--- src/rtl/apb_display_capture_pkg.sv ---
// Shared types for the APB display capture block: bus-phase state encoding,
// display select codes and the select sequencing helper.
package apb_disp_pkg;

  typedef enum logic [1:0] {
    IDLE   = 2'd0,
    SETUP  = 2'd1,
    ACCESS = 2'd2
  } apb_state_e;

  localparam logic [1:0] SEL_ADDR  = 2'b00;
  localparam logic [1:0] SEL_WDATA = 2'b01;
  localparam logic [1:0] SEL_RDATA = 2'b10;

  // Cycles addr -> wdata -> rdata -> addr; the unused code 11 recovers to addr.
  function automatic logic [1:0] SEL_NEXT(input logic [1:0] sel);
    case (sel)
      SEL_ADDR:  SEL_NEXT = SEL_WDATA;
      SEL_WDATA: SEL_NEXT = SEL_RDATA;
      default:   SEL_NEXT = SEL_ADDR;
    endcase
  endfunction

endpackage

--- src/rtl/apb_display_capture_if.sv ---
// APB pin bundle. The capture block only observes the bus, so it uses the
// all-input monitor modport; master/slave describe the real bus agents.
interface apb_display_capture_if;
  logic        psel;
  logic        penable;
  logic        pwrite;
  logic [31:0] paddr;
  logic [31:0] pwdata;
  logic [31:0] prdata;
  logic        pready;

  modport master  (output psel, penable, pwrite, paddr, pwdata, input prdata, pready);
  modport slave   (input psel, penable, pwrite, paddr, pwdata, output prdata, pready);
  modport monitor (input psel, penable, pwrite, paddr, pwdata, prdata, pready);
endinterface

--- src/rtl/apb_display_capture_btn_debounce.sv ---
// Front-panel button debouncer: 2-FF synchroniser, then a level must hold for
// DEB_CYCLES clocks before it is accepted. Emits accepted level and a rise pulse.
module btn_debounce #(
  parameter int DEB_CYCLES = 400000
) (
  input  logic clk,
  input  logic rst_n,
  input  logic btn,
  output logic level,
  output logic rise
);
  localparam int CW = $clog2(DEB_CYCLES + 1);
  localparam logic [CW-1:0] DEB_MAX = CW'(DEB_CYCLES);

  logic          sync1_q, sync1_d;
  logic          sync2_q, sync2_d;
  logic          level_q, level_d;
  logic          rise_q, rise_d;
  logic [CW-1:0] cnt_q, cnt_d;
  logic [CW-1:0] cnt_inc;

  always_comb begin
    sync1_d = btn;
    sync2_d = sync1_q;
    level_d = level_q;
    rise_d  = 1'b0;
    cnt_inc = cnt_q + 1'b1;
    // Any return to the accepted level restarts the qualification window.
    if (sync2_q == level_q) begin
      cnt_d = '0;
    end else if (cnt_inc == DEB_MAX) begin
      cnt_d   = '0;
      level_d = ~level_q;
      rise_d  = ~level_q;
    end else begin
      cnt_d = cnt_inc;
    end
  end

  always_ff @(posedge clk or negedge rst_n) begin
    if (!rst_n) begin
      sync1_q <= 1'b0;
      sync2_q <= 1'b0;
      level_q <= 1'b0;
      rise_q  <= 1'b0;
      cnt_q   <= '0;
    end else begin
      sync1_q <= sync1_d;
      sync2_q <= sync2_d;
      level_q <= level_d;
      rise_q  <= rise_d;
      cnt_q   <= cnt_d;
    end
  end

  assign level = level_q;
  assign rise  = rise_q;
endmodule

--- src/rtl/apb_display_capture.sv ---
// Passive APB monitor feeding the seven-segment display: captures the last completed
// transfer, counts completions, flags protocol errors. Optional DISP_FREEZE_EN freezes capture.
module apb_display_capture
  import apb_disp_pkg::*;
#(
  parameter int DEB_CYCLES = 400000,
  parameter int CNT_W      = 16
) (
  input  logic                      clk,
  input  logic                      rst_n,
  apb_display_capture_if.monitor    apb,
  input  logic                      btn,
  input  logic                      freeze,
  output logic [31:0]               address,
  output logic [31:0]               data,
  output logic [31:0]               coming_data,
  output logic [1:0]                switch,
  output logic [CNT_W-1:0]          xfer_count,
  output logic                      proto_err
);

  apb_state_e       state_q, state_d;
  logic [31:0]      address_q, address_d;
  logic [31:0]      data_q, data_d;
  logic [31:0]      coming_data_q, coming_data_d;
  logic [1:0]       switch_q, switch_d;
  logic [CNT_W-1:0] xfer_count_q, xfer_count_d;
  logic             proto_err_q, proto_err_d;
  logic             complete;
  logic             cap_en;
  logic             btn_rise;
  logic             btn_level_unused;

`ifdef DISP_FREEZE_EN
  assign cap_en = ~freeze;
`else
  logic unused_freeze;
  assign unused_freeze = freeze;
  assign cap_en        = 1'b1;
`endif

  btn_debounce #(
    .DEB_CYCLES (DEB_CYCLES)
  ) u_debounce (
    .clk   (clk),
    .rst_n (rst_n),
    .btn   (btn),
    .level (btn_level_unused),
    .rise  (btn_rise)
  );

  // state_q names the phase of the previous bus cycle: after SETUP (or a
  // waited ACCESS) the current cycle is an access cycle and may complete.
  always_comb begin
    state_d       = state_q;
    proto_err_d   = proto_err_q;
    complete      = 1'b0;
    address_d     = address_q;
    data_d        = data_q;
    coming_data_d = coming_data_q;
    xfer_count_d  = xfer_count_q;
    switch_d      = switch_q;

    case (state_q)
      IDLE: begin
        if (apb.penable) begin
          proto_err_d = 1'b1;
        end else if (apb.psel) begin
          state_d = SETUP;
        end
      end
      SETUP, ACCESS: begin
        if (!apb.psel || !apb.penable) begin
          proto_err_d = 1'b1;
          state_d     = IDLE;
        end else if (apb.pready) begin
          complete = 1'b1;
          state_d  = IDLE;
        end else begin
          state_d = ACCESS;
        end
      end
      default: state_d = IDLE;
    endcase

    if (complete) begin
      xfer_count_d = xfer_count_q + 1'b1;
      if (cap_en) begin
        address_d = apb.paddr;
        if (apb.pwrite) data_d = apb.pwdata;
        else            coming_data_d = apb.prdata;
      end
    end

    if (btn_rise) switch_d = SEL_NEXT(switch_q);
  end

  always_ff @(posedge clk or negedge rst_n) begin
    if (!rst_n) begin
      state_q       <= IDLE;
      address_q     <= '0;
      data_q        <= '0;
      coming_data_q <= '0;
      switch_q      <= SEL_ADDR;
      xfer_count_q  <= '0;
      proto_err_q   <= 1'b0;
    end else begin
      state_q       <= state_d;
      address_q     <= address_d;
      data_q        <= data_d;
      coming_data_q <= coming_data_d;
      switch_q      <= switch_d;
      xfer_count_q  <= xfer_count_d;
      proto_err_q   <= proto_err_d;
    end
  end

  assign address     = address_q;
  assign data        = data_q;
  assign coming_data = coming_data_q;
  assign switch      = switch_q;
  assign xfer_count  = xfer_count_q;
  assign proto_err   = proto_err_q;

endmodule

--- src/flat_wrapper.sv ---
// flat-port wrapper written by rule: the top's interface ports become plain ports
module apb_display_capture_flat import apb_disp_pkg::*;
#(
  parameter int DEB_CYCLES = 400000,
  parameter int CNT_W      = 16
)
  (clk, rst_n, btn, freeze, address, data, coming_data, switch, xfer_count, proto_err, apb_psel, apb_penable, apb_pwrite, apb_paddr, apb_pwdata, apb_prdata, apb_pready);
  apb_display_capture_if apb_i ();
  input  logic clk;
  input  logic rst_n;
  input  logic btn;
  input  logic freeze;
  output logic [31:0] address;
  output logic [31:0] data;
  output logic [31:0] coming_data;
  output logic [1:0] switch;
  output logic [CNT_W-1:0] xfer_count;
  output logic proto_err;
  input wire logic [$bits(apb_i.psel)-1:0] apb_psel;
  input wire logic [$bits(apb_i.penable)-1:0] apb_penable;
  input wire logic [$bits(apb_i.pwrite)-1:0] apb_pwrite;
  input wire logic [$bits(apb_i.paddr)-1:0] apb_paddr;
  input wire logic [$bits(apb_i.pwdata)-1:0] apb_pwdata;
  input wire logic [$bits(apb_i.prdata)-1:0] apb_prdata;
  input wire logic [$bits(apb_i.pready)-1:0] apb_pready;
  assign apb_i.psel = apb_psel;
  assign apb_i.penable = apb_penable;
  assign apb_i.pwrite = apb_pwrite;
  assign apb_i.paddr = apb_paddr;
  assign apb_i.pwdata = apb_pwdata;
  assign apb_i.prdata = apb_prdata;
  assign apb_i.pready = apb_pready;
  apb_display_capture #(.DEB_CYCLES(DEB_CYCLES), .CNT_W(CNT_W)) u_core (.clk(clk), .rst_n(rst_n), .apb(apb_i), .btn(btn), .freeze(freeze), .address(address), .data(data), .coming_data(coming_data), .switch(switch), .xfer_count(xfer_count), .proto_err(proto_err));
endmodule
--- config.mk ---
export PLATFORM = sky130hd
export DESIGN_NAME = apb_display_capture_flat
export DESIGN_NICKNAME = d
export VERILOG_FILES = /design/src/rtl/apb_display_capture_pkg.sv /design/src/rtl/apb_display_capture_if.sv /design/src/rtl/apb_display_capture_btn_debounce.sv /design/src/rtl/apb_display_capture.sv /design/src/flat_wrapper.sv
export SDC_FILE = /design/constraint.sdc
export NUM_CORES = 1
export LEC_CHECK = 0
export ABC_AREA = 0
export CAP_MARGIN = 20
export CORE_UTILIZATION = 45
export CTS_BUF_LIST = sky130_fd_sc_hd__clkbuf_4
export DETAILED_ROUTE_END_ITERATION = 8
export GPL_TIMING_DRIVEN = 0
export PLACE_DENSITY = 0.86
export SETUP_SLACK_MARGIN = 0.5
export SLEW_MARGIN = 10
export SYNTH_ARGS = -nofsm -noshare
export SYNTH_HDL_FRONTEND = slang
export SYNTH_HIERARCHICAL = 1
export SYNTH_SLANG_ARGS = --single-unit
export TNS_END_PERCENT = 20
--- constraint.sdc ---
create_clock -name clk -period 3.61 [get_ports clk]
set_input_delay 0.5415 -clock clk [delete_from_list [all_inputs] [get_ports clk]]
set_output_delay 0.5415 -clock clk [all_outputs]
set_load 0.01 [all_outputs]
# After elaboration in Yosys (flattened, before gate mapping)
# Index checks and enable logic that the tools add are counted.
# totals
regBits,140
in_bits,104
out_inout_bits,115
elab_cells,54
# op_classes
addsub,2
n_eq_ne,9
n_mux,16
bitwise_logic,3
reduce_logical,12
# op_table
cell,count
19-bit 2-to-1 mux,2
19-bit by 1-bit adder with 19-bit output (second input constant),1
19-bit == test (second input constant),1
16-bit by 1-bit adder with 16-bit output (second input constant),1
2-bit 2-to-1 mux,4
2-bit one-hot mux with 2 select lines,2
2-bit AND reduction,4
1-bit 2-to-1 mux,7
2-bit != test (second input constant),3
2-bit by 1-bit == test with 1-bit output (second input constant),2
2-bit logical NOT,2
1-bit inverter,3
3-bit AND reduction,1
2-bit == test (second input constant),1
1-bit logical NOT,2
2-bit by 1-bit != test with 1-bit output (second input constant),1
1-bit one-hot mux with 2 select lines,1
2-bit nonzero test,1
2-bit OR reduction,1
1-bit == test,1
1-bit logical OR,1

# Depth between registers and ports, before layout
# depth
depth_word,5
depth_mapped,8
ltp_nobuf,7

# Hierarchy
# The synthesis kept the hierarchy.
# modules_own_cells
mod,instances,cells_each,area_each_um2,seq_area_each_um2
apb_display_capture,1,351,4523.1,2927.8
btn_debounce,1,127,1275.0,575.6

# Least setup slack after synthesis
# Ideal clock, no wire load.
# synth_timing
kind,reg2reg
start,register u_core.u_debounce.cnt_q[3]
end,register u_core.u_debounce.level_q (netlist: u_core/u_debounce/level)
setup_time_ns,0.125
arrival_ns,1.999
t_required_ns,3.485
path_slack_ns,1.486
stages_incl_launch_ff,8
path_buffers,1
synth_period_minus_slack_ns,2.124
cell_sequence,dfrtp_1 -> buf_6 -> a211o_1 -> a2111oi_4 -> o221ai_2 -> nor4b_2 -> nand3_1 -> mux2_4
# synth_via
elab_chain_len,3
# synth_lines
item,line_no,text
from (decl),apb_display_capture_btn_debounce.sv:19,"logic [CW-1:0] cnt_q, cnt_d;"
from (signal assigned),apb_display_capture_btn_debounce.sv:52,cnt_q <= cnt_d;
19-bit by 1-bit adder with 19-bit output,apb_display_capture_btn_debounce.sv:27,cnt_inc = cnt_q + 1'b1;
19-bit == test,apb_display_capture_btn_debounce.sv:31,end else if (cnt_inc == DEB_MAX) begin
2-bit AND reduction (no line),n/a,
to (signal assigned),apb_display_capture_btn_debounce.sv:50,level_q <= level_d;
to (decl),apb_display_capture_btn_debounce.sv:17,"logic level_q, level_d;"
# No other way between the ends.
# A chain may end at the register's enable or synchronous reset.

# Worst setup path after layout
# layout_timing
start,register u_core.u_debounce.cnt_q[0]
end,register u_core.u_debounce.cnt_q[7]
# layout_via
elab_chain_len,4
# layout_lines
item,line_no,text
19-bit by 1-bit adder with 19-bit output (*),apb_display_capture_btn_debounce.sv:27,
19-bit == test,apb_display_capture_btn_debounce.sv:31,
19-bit 2-to-1 mux (*),apb_display_capture_btn_debounce.sv:31,
19-bit 2-to-1 mux (*),apb_display_capture_btn_debounce.sv:29,if (sync2_q == level_q) begin
via u_core.u_debounce.cnt_d[7],apb_display_capture_btn_debounce.sv:19,
# The timed path passes the listed nets; every way through them passes the cells marked *.

==> flow_summary_export.csv <==
group,metric,value,unit
status,outcome,"finished, final reports clean",
layout,layout-drive-gt1-share,12.2,%
logic_synthesis,synth_most_common_cell,"dfrtp_1",
min_path,hold-path-cell-count,0,
layout,finish.utilization,68.0,%
critical_path,crit_path_end_kind,"flop",
detailed_routing,routedWlPerCell,15.4,µm
grt,grt_remaining_overflow,0,
layout,final_cells,899,
critical_path,worstPathMaxFanout,10,
layout,syn2layout_area_growth,47.5,%
power,p_leak,3.79,nW
logic_synthesis,syn_nets,585,
floorplanning,row_count,41,
critical_path,rr_worst_depth,8,
detailed_routing,via_per_inst,4.90,
timing,rsz0062_at_grt,"false",
logic_synthesis,syn-mean-instance-area,12.1,µm²
clocking,cts_resized,0,
timing,finalHoldViolations,0,
detailed_routing,wirelength,13900,µm
logic_synthesis,yosysWarnings,6,
logic_synthesis,synthFlopType,"dfrtp_1",
layout,final_nets,823,
logic_synthesis,synth_cell_types,46,
timing,setup_viol,0,
grt,grt_usage,21.9,%
critical_path,reg2reg_setup_slack,1.17,ns
logic_synthesis,synth_top_area_cell,"dfrtp_1",
critical_path,r2r-start,"u_core/u_debounce/cnt_q[0]",
min_path,hp-class,"reg2reg",
floorplanning,dieWidth,116,µm
critical_path,critPathLaunchType,"flop",
floorplanning,initial_core_util,46.1,%
layout,antennaDiodeCount,0,
logic_synthesis,synthTopCellsByCount,"dfrtp_1, nand2_1, mux2_2",
detailed_routing,ant_nets,0,
detailed_routing,drc,0,
grt,grt_pass1_wl,22200,µm
critical_path,crit_arrival,2.86,ns
grt,grt_pass1_vias,4653,
logic_synthesis,synthTopCellsByArea,"dfrtp_1, nand2_1, mux2_2",
logic_synthesis,synth_top_area_share,60.4,%
logic_synthesis,synth_edf_count,0,
critical_path,required,4.03,ns
clocking,post_cts_buffers,0,
timing,finalMaxSlewViolations,0,
logic_synthesis,ys_ff_latch,140,
clocking,numCtsBuffers,17,
timing,worstMarginPinSlew,0.598,ns
flow_run,maxCapViolCount,0,
grt,antenna_found_initial,0,
critical_path,crit_slowest_cell,"dfrtp_1",
placed_design,port_buffers,217,
floorplanning,dieArea,13300,µm²
timing,fin_crit,2.44,ns
min_path,hold_end,"u_core/u_debounce/sync2_q",
clocking,clock-sinks,140,
clocking,cts_root_buf,"clkbuf_4",
placed_design,hpwl,10500,µm
timing,fin_skew,0.0131,ns
floorplanning,ios,219,
placed_design,place_inst,868,
clocking,tritoncts,"built",
timing,slew_headroom,60.1,%
timing,finalCritPeriodShare,67.5,%
logic_synthesis,ys_seq_area_share,60.4,%
detailed_routing,first_iter_violations,146,
critical_path,critPathMaxStageDelay,0.45,ns
grt,grt_max_degree,75,
clocking,clock_path_buffers,2,
floorplanning,die_y,116,µm
clocking,cts.clk_slew.worst_paths,0.11,ns
detailed_routing,vias,4409,
logic_synthesis,synthArstFlopShare,100,%
detailed_routing,drt_pass1_iterations,4,
floorplanning,core,12600,µm²
min_path,worstHoldStart,"u_core/u_debounce/sync1_q",
timing,setup_tns,0,ns
placed_design,gp_congestion,0.841,
power,ir_worst_vdd,0.472,mV
critical_path,regToRegEndpoint,"u_core/u_debounce/cnt_q[7]",
logic_synthesis,syn_area,5800,µm²
logic_synthesis,syn_inst,478,
power,p_per_area,666,nW/µm²
critical_path,worstPathCellList,"ha_1, nand4_1, nor4_1, xnor2_1, nor4b_2, a31o_2, buf_6, nor2_1",
clocking,htreeDepth,4,
timing,max_freq,410,MHz
clocking,clk_latency,0.54,ns
critical_path,path_class,"reg2reg",
power,design_power_total,0.00570,W
area by class of cell:
class / count / area (µm²)
multi-input combinational: 313 / 2140
fill: 939 / 4020
timing repair buffer: 219 / 2210
clock inverter: 13 / 199
clock buffer: 17 / 128
sequential: 140 / 3500
inverter: 6 / 22.5
buffer: 19 / 129
tap: 172 / 215
through the flow:
step / setup WS [ns] / area (µm²) / hold slack (ns)
after floorplan: 1.49 / 5800 / 0.246
after global placement: -3.22 / 8190 / 0.343
after detailed placement: 1.22 / 8210 / 0.336
after CTS: 1.19 / 8550 / 0.372
after global routing: 0.945 / 8550 / 0.375
final: 1.17 / 8550 / 0.369
per-layer routing:
layer	vias to the layer above	wire (µm)	global-route usage, %
li1	2077	-	-
met1	2125	5090	23.7
met2	178	7230	37.4
met3	29	1160	8.79
met4	0	399	10.2
met5	-	0	0
report_power, final:
group,switching [W],total (W),internal (W)
Clock,0.000559,0.00117,0.000606
Sequential,0.000302,0.00240,0.00210
Combinational,0.000842,0.00213,0.00129
state kept, by name, summed over array words and instances (netlist names), 2 cells and up:
register and count:
u_core/address 32, u_core/coming_data 32, u_core/data 32, u_core/u_debounce/cnt_q 19
u_core/xfer_count 16, u_core/state_q 2, u_core/switch 2
worst max-delay path, delay by kind of cell (launching register included):
kind	cells	cell delay, ns
and+or+nand+nor	4	0.99
DFF	1	0.45
AOI/OAI and AO/OA	1	0.28
adders and majority gates	1	0.26
xor gates and xnor gates	1	0.18
buffers and inverters	1	0.16
repair_timing:
item / in CTS / in global routing
hold buffers: 1 / 0
endpoints found under the hold margin: 66 / 0
setup endpoints to repair: 0 / 0
cell families (layout without fill, tap and decap cells):
group                      Yosys count  count (layout)  share of synthesized area [%]
adders and majority gates            3               3                          0.647
AOI/OAI and AO/OA                   14              14                           2.37
DFF                                140             140                           60.4
xor gates and xnor gates            33              33                           4.98
buffers and inverters               25             274                           2.61
and+or+nand+nor                    194             194                           15.5
muxes                               69              69                           13.4
how the worst max path moves through the flow:
| stage | slack, ns | depth (start not counted) | start | to |
|---|---|---|---|---|
| 4_1_cts | 1.19 | 8 | u_core/u_debounce/cnt_q[0] | u_core/u_debounce/cnt_q[7] |
| 3_3_place_gp | -3.22 | 1 | rst_n | u_core/xfer_count[11] |
| 3_5_place_dp | 1.22 | 7 | u_core/u_debounce/cnt_q[0] | u_core/u_debounce/level |
| 6_report | 1.17 | 8 | u_core/u_debounce/cnt_q[0] | u_core/u_debounce/cnt_q[7] |
| 5_1_grt | 0.95 | 8 | u_core/u_debounce/cnt_q[0] | u_core/u_debounce/cnt_q[8] |
| 2_1_floorplan | 1.49 | 7 | u_core/u_debounce/cnt_q[3] | u_core/u_debounce/level |
cells in the final DEF, fill, tap and decap left out, types with 3 or more instances in the layout:
| cell type | Yosys | layout |
|---|---|---|
| mux2_2 | 34 | 34 |
| and4_1 | 3 | 3 |
| mux2_1 | 32 | 32 |
| nor2_1 | 25 | 25 |
| xor2_1 | 9 | 9 |
| buf_6 | 5 | 6 |
| buf_4 | 4 | 4 |
| clkdlybuf4s50_1 | 0 | 216 |
| clkinvlp_4 | 0 | 3 |
| buf_2 | 4 | 4 |
| ha_1 | 3 | 3 |
| nand4_1 | 10 | 10 |
| and3_1 | 3 | 3 |
| nand3_1 | 13 | 13 |
| inv_1 | 6 | 6 |
| clkbuf_4 | 0 | 17 |
| nand2_1 | 113 | 113 |
| dfrtp_1 | 140 | 140 |
| nand2b_1 | 5 | 5 |
| clkbuf_1 | 6 | 6 |
| xnor2_1 | 24 | 24 |
| nor3_1 | 5 | 5 |
| bufinv_16 | 0 | 5 |
Note: power is estimated with default switching activity, not from simulation.
